<file path="config.mk">
export PLATFORM = sky130hd
export DESIGN_NAME = alu_writeback
export DESIGN_NICKNAME = d
export VERILOG_FILES = /design/src/rtl/alu_pkg.sv /design/src/rtl/wb_fifo.sv /design/src/rtl/alu_writeback.sv
export SDC_FILE = /design/constraint.sdc
export NUM_CORES = 1
export LEC_CHECK = 0
export ABC_AREA = 1
export CAP_MARGIN = 10
export CORE_MARGIN = 2
export CORE_UTILIZATION = 32
export DETAILED_ROUTE_END_ITERATION = 10
export GPL_ROUTABILITY_DRIVEN = 1
export PLACE_DENSITY_LB_ADDON = 0.25
export REMOVE_ABC_BUFFERS = 1
export SYNTH_ARGS = -nofsm -noshare
export SYNTH_HDL_FRONTEND = slang
export SYNTH_SLANG_ARGS = --single-unit
</file>
<file path="constraint.sdc">
create_clock -name clk -period 4.9 [get_ports clk]
set_input_delay 0.49 -clock clk [delete_from_list [all_inputs] [get_ports clk]]
set_output_delay 0.49 -clock clk [all_outputs]
set_load 0.1 [all_outputs]
</file>
<file path="src/rtl/alu_pkg.sv">
// Shared ALU encodings: function codes, branch condition codes and the
// bit layout of the architectural status register.
package alu_pkg;

  typedef enum logic [2:0] {
    ALU_ADD = 3'd0,
    ALU_SUB = 3'd1,
    ALU_AND = 3'd2,
    ALU_OR  = 3'd3,
    ALU_XOR = 3'd4,
    ALU_INV = 3'd5
  } alu_func_e;

  typedef enum logic [2:0] {
    BR_ALWAYS = 3'd0,
    BR_EQ     = 3'd1,
    BR_NE     = 3'd2,
    BR_POS    = 3'd3,
    BR_NEG    = 3'd4,
    BR_CS     = 3'd5,
    BR_CC     = 3'd6,
    BR_VS     = 3'd7
  } branch_cond_e;

  localparam int STATUS_W = 4;
  localparam int Z_BIT    = 0;
  localparam int P_BIT    = 1;
  localparam int C_BIT    = 2;
  localparam int V_BIT    = 3;

  function automatic logic func_is_legal(input logic [2:0] f);
    return f <= 3'(ALU_INV);
  endfunction

  // Only the arithmetic functions produce meaningful carry/overflow.
  function automatic logic func_sets_cv(input logic [2:0] f);
    return (f == 3'(ALU_ADD)) || (f == 3'(ALU_SUB));
  endfunction

endpackage

</file>
<file path="src/rtl/wb_fifo.sv">
// Registered write-back queue with valid/ready on both sides. Storage is not
// reset; the output is forced to zero while the queue is empty.
module wb_fifo #(
  parameter int DATA_W = 8,
  parameter int DEPTH  = 2
) (
  input  logic              clk,
  input  logic              reset,
  input  logic              push_valid,
  output logic              push_ready,
  input  logic [DATA_W-1:0] push_data,
  output logic              pop_valid,
  input  logic              pop_ready,
  output logic [DATA_W-1:0] pop_data
);

  localparam int PTR_W = $clog2(DEPTH);
  localparam int CNT_W = PTR_W + 1;

  logic [DATA_W-1:0] mem [DEPTH];
  logic [PTR_W-1:0]  wr_ptr;
  logic [PTR_W-1:0]  rd_ptr;
  logic [CNT_W-1:0]  count;
  logic              push;
  logic              pop;

  // No pop bypass: a full queue refuses captures even if it pops this cycle.
  assign push_ready = count < CNT_W'(DEPTH);
  assign pop_valid  = count != '0;
  assign push       = push_valid && push_ready;
  assign pop        = pop_valid && pop_ready;
  assign pop_data   = pop_valid ? mem[rd_ptr] : '0;

  always_ff @(posedge clk or posedge reset) begin
    if (reset) begin
      wr_ptr <= '0;
      rd_ptr <= '0;
      count  <= '0;
    end else begin
      if (push) wr_ptr <= wr_ptr + 1'b1;
      if (pop)  rd_ptr <= rd_ptr + 1'b1;
      if (push && !pop)      count <= count + 1'b1;
      else if (pop && !push) count <= count - 1'b1;
    end
  end

  always_ff @(posedge clk) begin
    if (push) mem[wr_ptr] <= push_data;
  end

endmodule

</file>
<file path="src/rtl/alu_writeback.sv">
// ALU consumer: captures result/flags, maintains the status register,
// resolves branch conditions and queues results for register write-back.
module alu_writeback
  import alu_pkg::*;
#(
  parameter int DATA_W     = 8,
  parameter int REG_IDX_W  = 3,
  parameter int FIFO_DEPTH = 2
) (
  input  logic                 clk,
  input  logic                 reset,
  input  logic                 cap_valid,
  output logic                 cap_ready,
  input  logic [2:0]           alu_func,
  input  logic [DATA_W-1:0]    alu_result,
  input  logic                 zero_flag,
  input  logic                 positive_flag,
  input  logic                 carry_flag,
  input  logic                 signed_overflow,
  input  logic [REG_IDX_W-1:0] cap_dest,
  output logic                 wb_valid,
  input  logic                 wb_ready,
  output logic [DATA_W-1:0]    wb_data,
  output logic [REG_IDX_W-1:0] wb_dest,
  output logic [STATUS_W-1:0]  status_flags,
  input  logic [2:0]           branch_cond,
  output logic                 branch_taken,
  output logic                 err_illegal_func
);

  localparam int ENTRY_W = DATA_W + REG_IDX_W;

  logic               cap_fire;
  logic               func_legal;
  logic [STATUS_W-1:0] status_q;
  logic               err_q;
  logic [ENTRY_W-1:0] entry_head;

  assign func_legal = func_is_legal(alu_func);
  assign cap_fire   = cap_valid && cap_ready;

  wb_fifo #(
    .DATA_W (ENTRY_W),
    .DEPTH  (FIFO_DEPTH)
  ) u_wb_fifo (
    .clk        (clk),
    .reset      (reset),
    .push_valid (cap_valid && func_legal),
    .push_ready (cap_ready),
    .push_data  ({alu_result, cap_dest}),
    .pop_valid  (wb_valid),
    .pop_ready  (wb_ready),
    .pop_data   (entry_head)
  );

  assign {wb_data, wb_dest} = entry_head;

  // Status register and sticky illegal-function error
  always_ff @(posedge clk or posedge reset) begin
    if (reset) begin
      status_q <= '0;
      err_q    <= 1'b0;
    end else if (cap_fire) begin
      if (func_legal) begin
        status_q[Z_BIT] <= zero_flag;
        status_q[P_BIT] <= positive_flag;
        if (func_sets_cv(alu_func)) begin
          status_q[C_BIT] <= carry_flag;
          status_q[V_BIT] <= signed_overflow;
        end
      end else begin
        err_q <= 1'b1;
      end
    end
  end

  assign status_flags     = status_q;
  assign err_illegal_func = err_q;

  always_comb begin
    branch_taken = 1'b0;
    case (branch_cond_e'(branch_cond))
      BR_ALWAYS: branch_taken = 1'b1;
      BR_EQ:     branch_taken = status_q[Z_BIT];
      BR_NE:     branch_taken = !status_q[Z_BIT];
      BR_POS:    branch_taken = status_q[P_BIT];
      BR_NEG:    branch_taken = !status_q[P_BIT];
      BR_CS:     branch_taken = status_q[C_BIT];
      BR_CC:     branch_taken = !status_q[C_BIT];
      BR_VS:     branch_taken = status_q[V_BIT];
      default:   branch_taken = 1'b0;
    endcase
  end

  // The ALU may leave C/V undriven for logic ops, but never result, Z or P.
  a_known_capture : assert property (@(posedge clk) disable iff (reset)
    (cap_fire && func_legal) |-> !$isunknown({alu_result, zero_flag, positive_flag}));

endmodule

</file>
; ---- Yosys cells after proc, flatten, opt, wreduce, memory -nomap -nowiden
; Memories as Yosys holds them, arrays and structs flattened.
; Cells that the tools add are included.
; W data, S select, Z words.
[word_totals]
out_inout_bits = 19
n_memories = 1
inputBits = 25
ram_bits = 22
romBits = 0
latchBits = 0
regBits = 9
[op_classes]
n_shift = 0
multipliers = 0
n_addsub = 4
div_mod_pow = 0
n_mux = 6
n_eq_ne = 8
n_reduce_logical = 19
bitwise_logic = 1
magnitude_cmp = 2
[mem_list]
columns = name, depth, word_bits, read_ports, rd_ports_with_merged_regs, write_ports, line_no
row1 = u_wb_fifo.mem, 2, 11, 1, 0, 1, wb_fifo.sv:20  ; logic [DATA_W-1:0] mem [DEPTH];
[ops]
columns = operator, n
row1 = $eq A3 B3 Y1 const B, 4
row2 = $mux W11, 1
row3 = $pmux W1 S8, 1
row4 = $eq A3 B1 Y1 const B, 2
row5 = $eq A3 B2 Y1 const B, 2
row6 = $logic_and A1 B1 Y1, 6
row7 = $logic_not A3 Y1, 2
row8 = $logic_not A1 Y1, 5
row9 = $mux W2, 2
row10 = $reduce_and A2 Y1, 2
row11 = $reduce_bool A2 Y1, 2
row12 = $le A3 B3 Y1 const B, 1
row13 = $reduce_and A3 Y1, 1
row14 = $add A1 B1 Y1 const B, 2
row15 = $add A2 B1 Y2 const B, 1
row16 = $lt A2 B2 Y1 const B, 1
row17 = $mux W1, 2
row18 = $sub A2 B1 Y2 const B, 1
row19 = $logic_or A1 B1 Y1, 1
row20 = $not A1 Y1, 1

; ---- Logic depth before layout (Yosys ltp)
[depth]
ltp_word = 7
mapped_depth = 10
ltp_nobuf = 10

; ---- By module
; From an unflattened synthesis, not the netlist that was laid out.
[hier_totals]
cells_unflattened = 130
area_unflattened_um2 = 1388.8
[by_module_without_submodules]
columns = module, seq_area_each_um2, cells_per_inst, area_per_inst_um2, n_inst
row1 = wb_fifo, 760.7, 88, 1096.1, 1
row2 = alu_writeback, 125.1, 42, 292.8, 1

; ---- Worst setup path before layout
; Ideal clock, no wire load.
[synth_path]
kind = register to output
start = reg u_wb_fifo.rd_ptr
end = out wb_data[0]
path_stages_with_launch = 5
arrival_time_ps = 2158
path_slack_ps = 2252
t_required_ps = 4410
n_path_buf = 1
cell_sequence = dfrtp_1 inv_1 buf_4 nand2_1 a21oi_1
[synth_between]
elab_chain_len = 2
[synth_lines]
columns = item, line_no
row1 = from (decl), wb_fifo.sv:22  ; logic [PTR_W-1:0] rd_ptr;
row2 = from (signal assigned), wb_fifo.sv:41  ; if (pop) rd_ptr <= rd_ptr + 1'b1;
row3 = $mem_v2 Z2 W11, --
row4 = $mux W11, wb_fifo.sv:32  ; assign pop_data = pop_valid ? mem[rd_ptr] : '0;
row5 = to (decl), alu_writeback.sv:23  ; output logic [DATA_W-1:0] wb_data,
; Every way passes these cells.

; ---- Worst setup path in the final report
[layout_path]
start = reg u_wb_fifo.rd_ptr
end = out wb_data[3]
; The elaborated chain is that of the path after synthesis.

==> metrics.txt <==
die area around 4700 µm²; fin crit period between 3 and 4 ns; share of the synthesized area in the top cell type 0.491; drt via density ~4.6; design area 1910 µm²; cts bufs inserted 5; crit end category primary output; nets between 150 and 200; Yosys reg bits 31; pin count of the biggest net entering global routing 13; Least-Margin Pin Slew between 0.9 and 1 ns; Post-CTS Resized 0; Post-Place Cells approximately 220; most common cell after layout, fill and taps aside clkdlybuf4s50_1; cells after synthesis 126; reg2reg start u_wb_fifo.count[1]; critical path type register to primary output; Critical path origin u_wb_fifo.rd_ptr; GRT Total Usage 0.135; most frequent cells in the layout clkdlybuf4s50_1 (42), nand2_1 (41), edfxtp_1 (22); Fmax 0.321 GHz; Area contributors post-synth edfxtp_1 (49%), dfrtp_1 (17%), nand2_1 (11%); synthesized area per cell 10.7 µm²; Pre-antenna DRT Iters 4; post-synthesis sequential area ratio 0.658; Post-route DRC 0; CTS Hold Bufs 0; global route overflow 0; CTS tree yes; CP arrival roughly 2.6 ns; Clock Tree Root clkbuf_8; CTS Buffer Depth 2; total wire length between 2 and 3 mm; setup TNS 0 ns; IO Port Bufs 42; MaxCap Viol Count 0; n_diodes 0; max-slew violations 0; initial antenna violation count 0; postcts setup bufs 0; Final Hold Viols 0; Worst EP required about 4.4 ns; antenna-violating nets left 0; worst hold path type input port to async pin; Layout Utilization 0.474; unrepaired setup endpoints after global routing no; Layout Area Growth over Synthesis 41.9%; Starting Density 0.334; post-synth cell types 21; HPWL Detailed just over 2 mm; Warnings, synthesis 0; WL/cell 12.4 µm; first-pass GRT wire length approximately 4.6 mm; synthesized area around 1300 µm²; die outline height about 69 µm; Initial DRC Count 22; routability-driven placement congestion ratio just under 0.6; multi-input logic area about 380 µm²; H-Tree Depth 2; critical path launch point type register; Final Setup Violations 0; cell taking the most area after synthesis edfxtp_1; FILL cells 368; clock-pin transition on the worst setup and hold timing paths approximately 0.06 ns; # rows 23; worst-skew pair later-pin latency 0.27 ns; die width a little under 70 µm; via count around 1,000; Final Non-Filler Cells ~220; number of primary I/O pins 44; Area after DPL 1800 µm²; CTS sink count 31; CP max FO 12; status completed; Reg area approximately 890 µm²; period utilisation layout 0.636; number of global-route vias before repair approximately 1,100; core area ~4000 µm²; Setup Skew a little over 0.002 ns; Max-slew headroom 0.340; proportion of layout cells with a drive suffix above 1 0.0925
==> metrics by stage <==
| step | worst slack, ns | hold slack (ns) |
|---|---|---|
| final | 1.78 | 0.489 |
| after global routing | 1.60 | 0.511 |
| after CTS | 1.74 | 0.491 |
| after detailed placement | 1.89 | 0.461 |
| after global placement | 1.98 | 0.455 |
| after floorplan | 2.13 | 0.318 |
==> cell usage after synthesis <==
library cell,number
o21ai_1,1
ha_1,1
nand3_1,8
nor2_1,5
a31o_2,1
nand2_1,41
edfxtp_1,22
nand2_4,2
nor2_2,2
nor2_4,1
clkinv_2,1
nand4_1,1
buf_4,1
clkbuf_8,1
buf_2,1
inv_2,1
xor2_2,1
dfrtp_1,9
inv_1,13
a21oi_1,12
xnor2_1,1
==> final cells by class <==
class	instances	share of cell area
Clock buffer	5	0.0360
Clock inverter	3	0.0203
Inverter	15	0.0301
Multi-Input combinational cell	77	0.197
Sequential cell	31	0.464
Tap cell	50	0.0327
Timing Repair Buffer	42	0.220
==> flip-flops by register name (all words and copies together) (netlist names) <==
register / flops
u_wb_fifo.rd_ptr: 1
u_wb_fifo.count: 2
u_wb_fifo.wr_ptr: 1
status_flags: 4
err_illegal_func: 1
u_wb_fifo.mem: 22
==> worst paths after layout <==
path | end | slack (ns) | depth (start not counted)
max in group asynchronous | u_wb_fifo.rd_ptr | 4.14 | 2
setup reg to reg | u_wb_fifo.count[1] | 3.09 | 8
min in group clk | err_illegal_func | 0.49 | 1
hold reg to reg | err_illegal_func | 0.49 | 1
setup / recovery | wb_data[3] | 1.78 | 4
hold / removal | u_wb_fifo.wr_ptr | 0.49 | 2
==> layer usage <==
| metal | GRT usage | vias to the layer above | share of wire |
|---|---|---|---|
| met5 | 0 | - | 0 |
| met4 | 0.0319 | 0 | 0.00072 |
| met3 | 0.0471 | 2 | 0.067 |
| met2 | 0.252 | 42 | 0.50 |
| met1 | 0.144 | 470 | 0.43 |
| li1 | - | 503 | - |
==> critical path, stage by stage, from the launching register on <==
cell and delay, ns:
dfrtp_1 0.52, inv_1 0.40, nand2_1 0.10, a21oi_1 0.18, clkdlybuf4s50_1 1.15
==> cell families (layout without fill, tap and decap cells) <==
group,after synthesis,count (layout),synth area share
AOI/OAI and AO/OA,14,14,0.0548
xor gates and xnor gates,2,2,0.0186
adders and majority gates,1,1,0.00929
buffers and inverters,18,65,0.0623
DFF,31,31,0.658
and+or+nand+nor,60,60,0.197
Power is not shown: default switching activity piles up to over one toggle a cycle in this logic, so the estimate is an artifact.
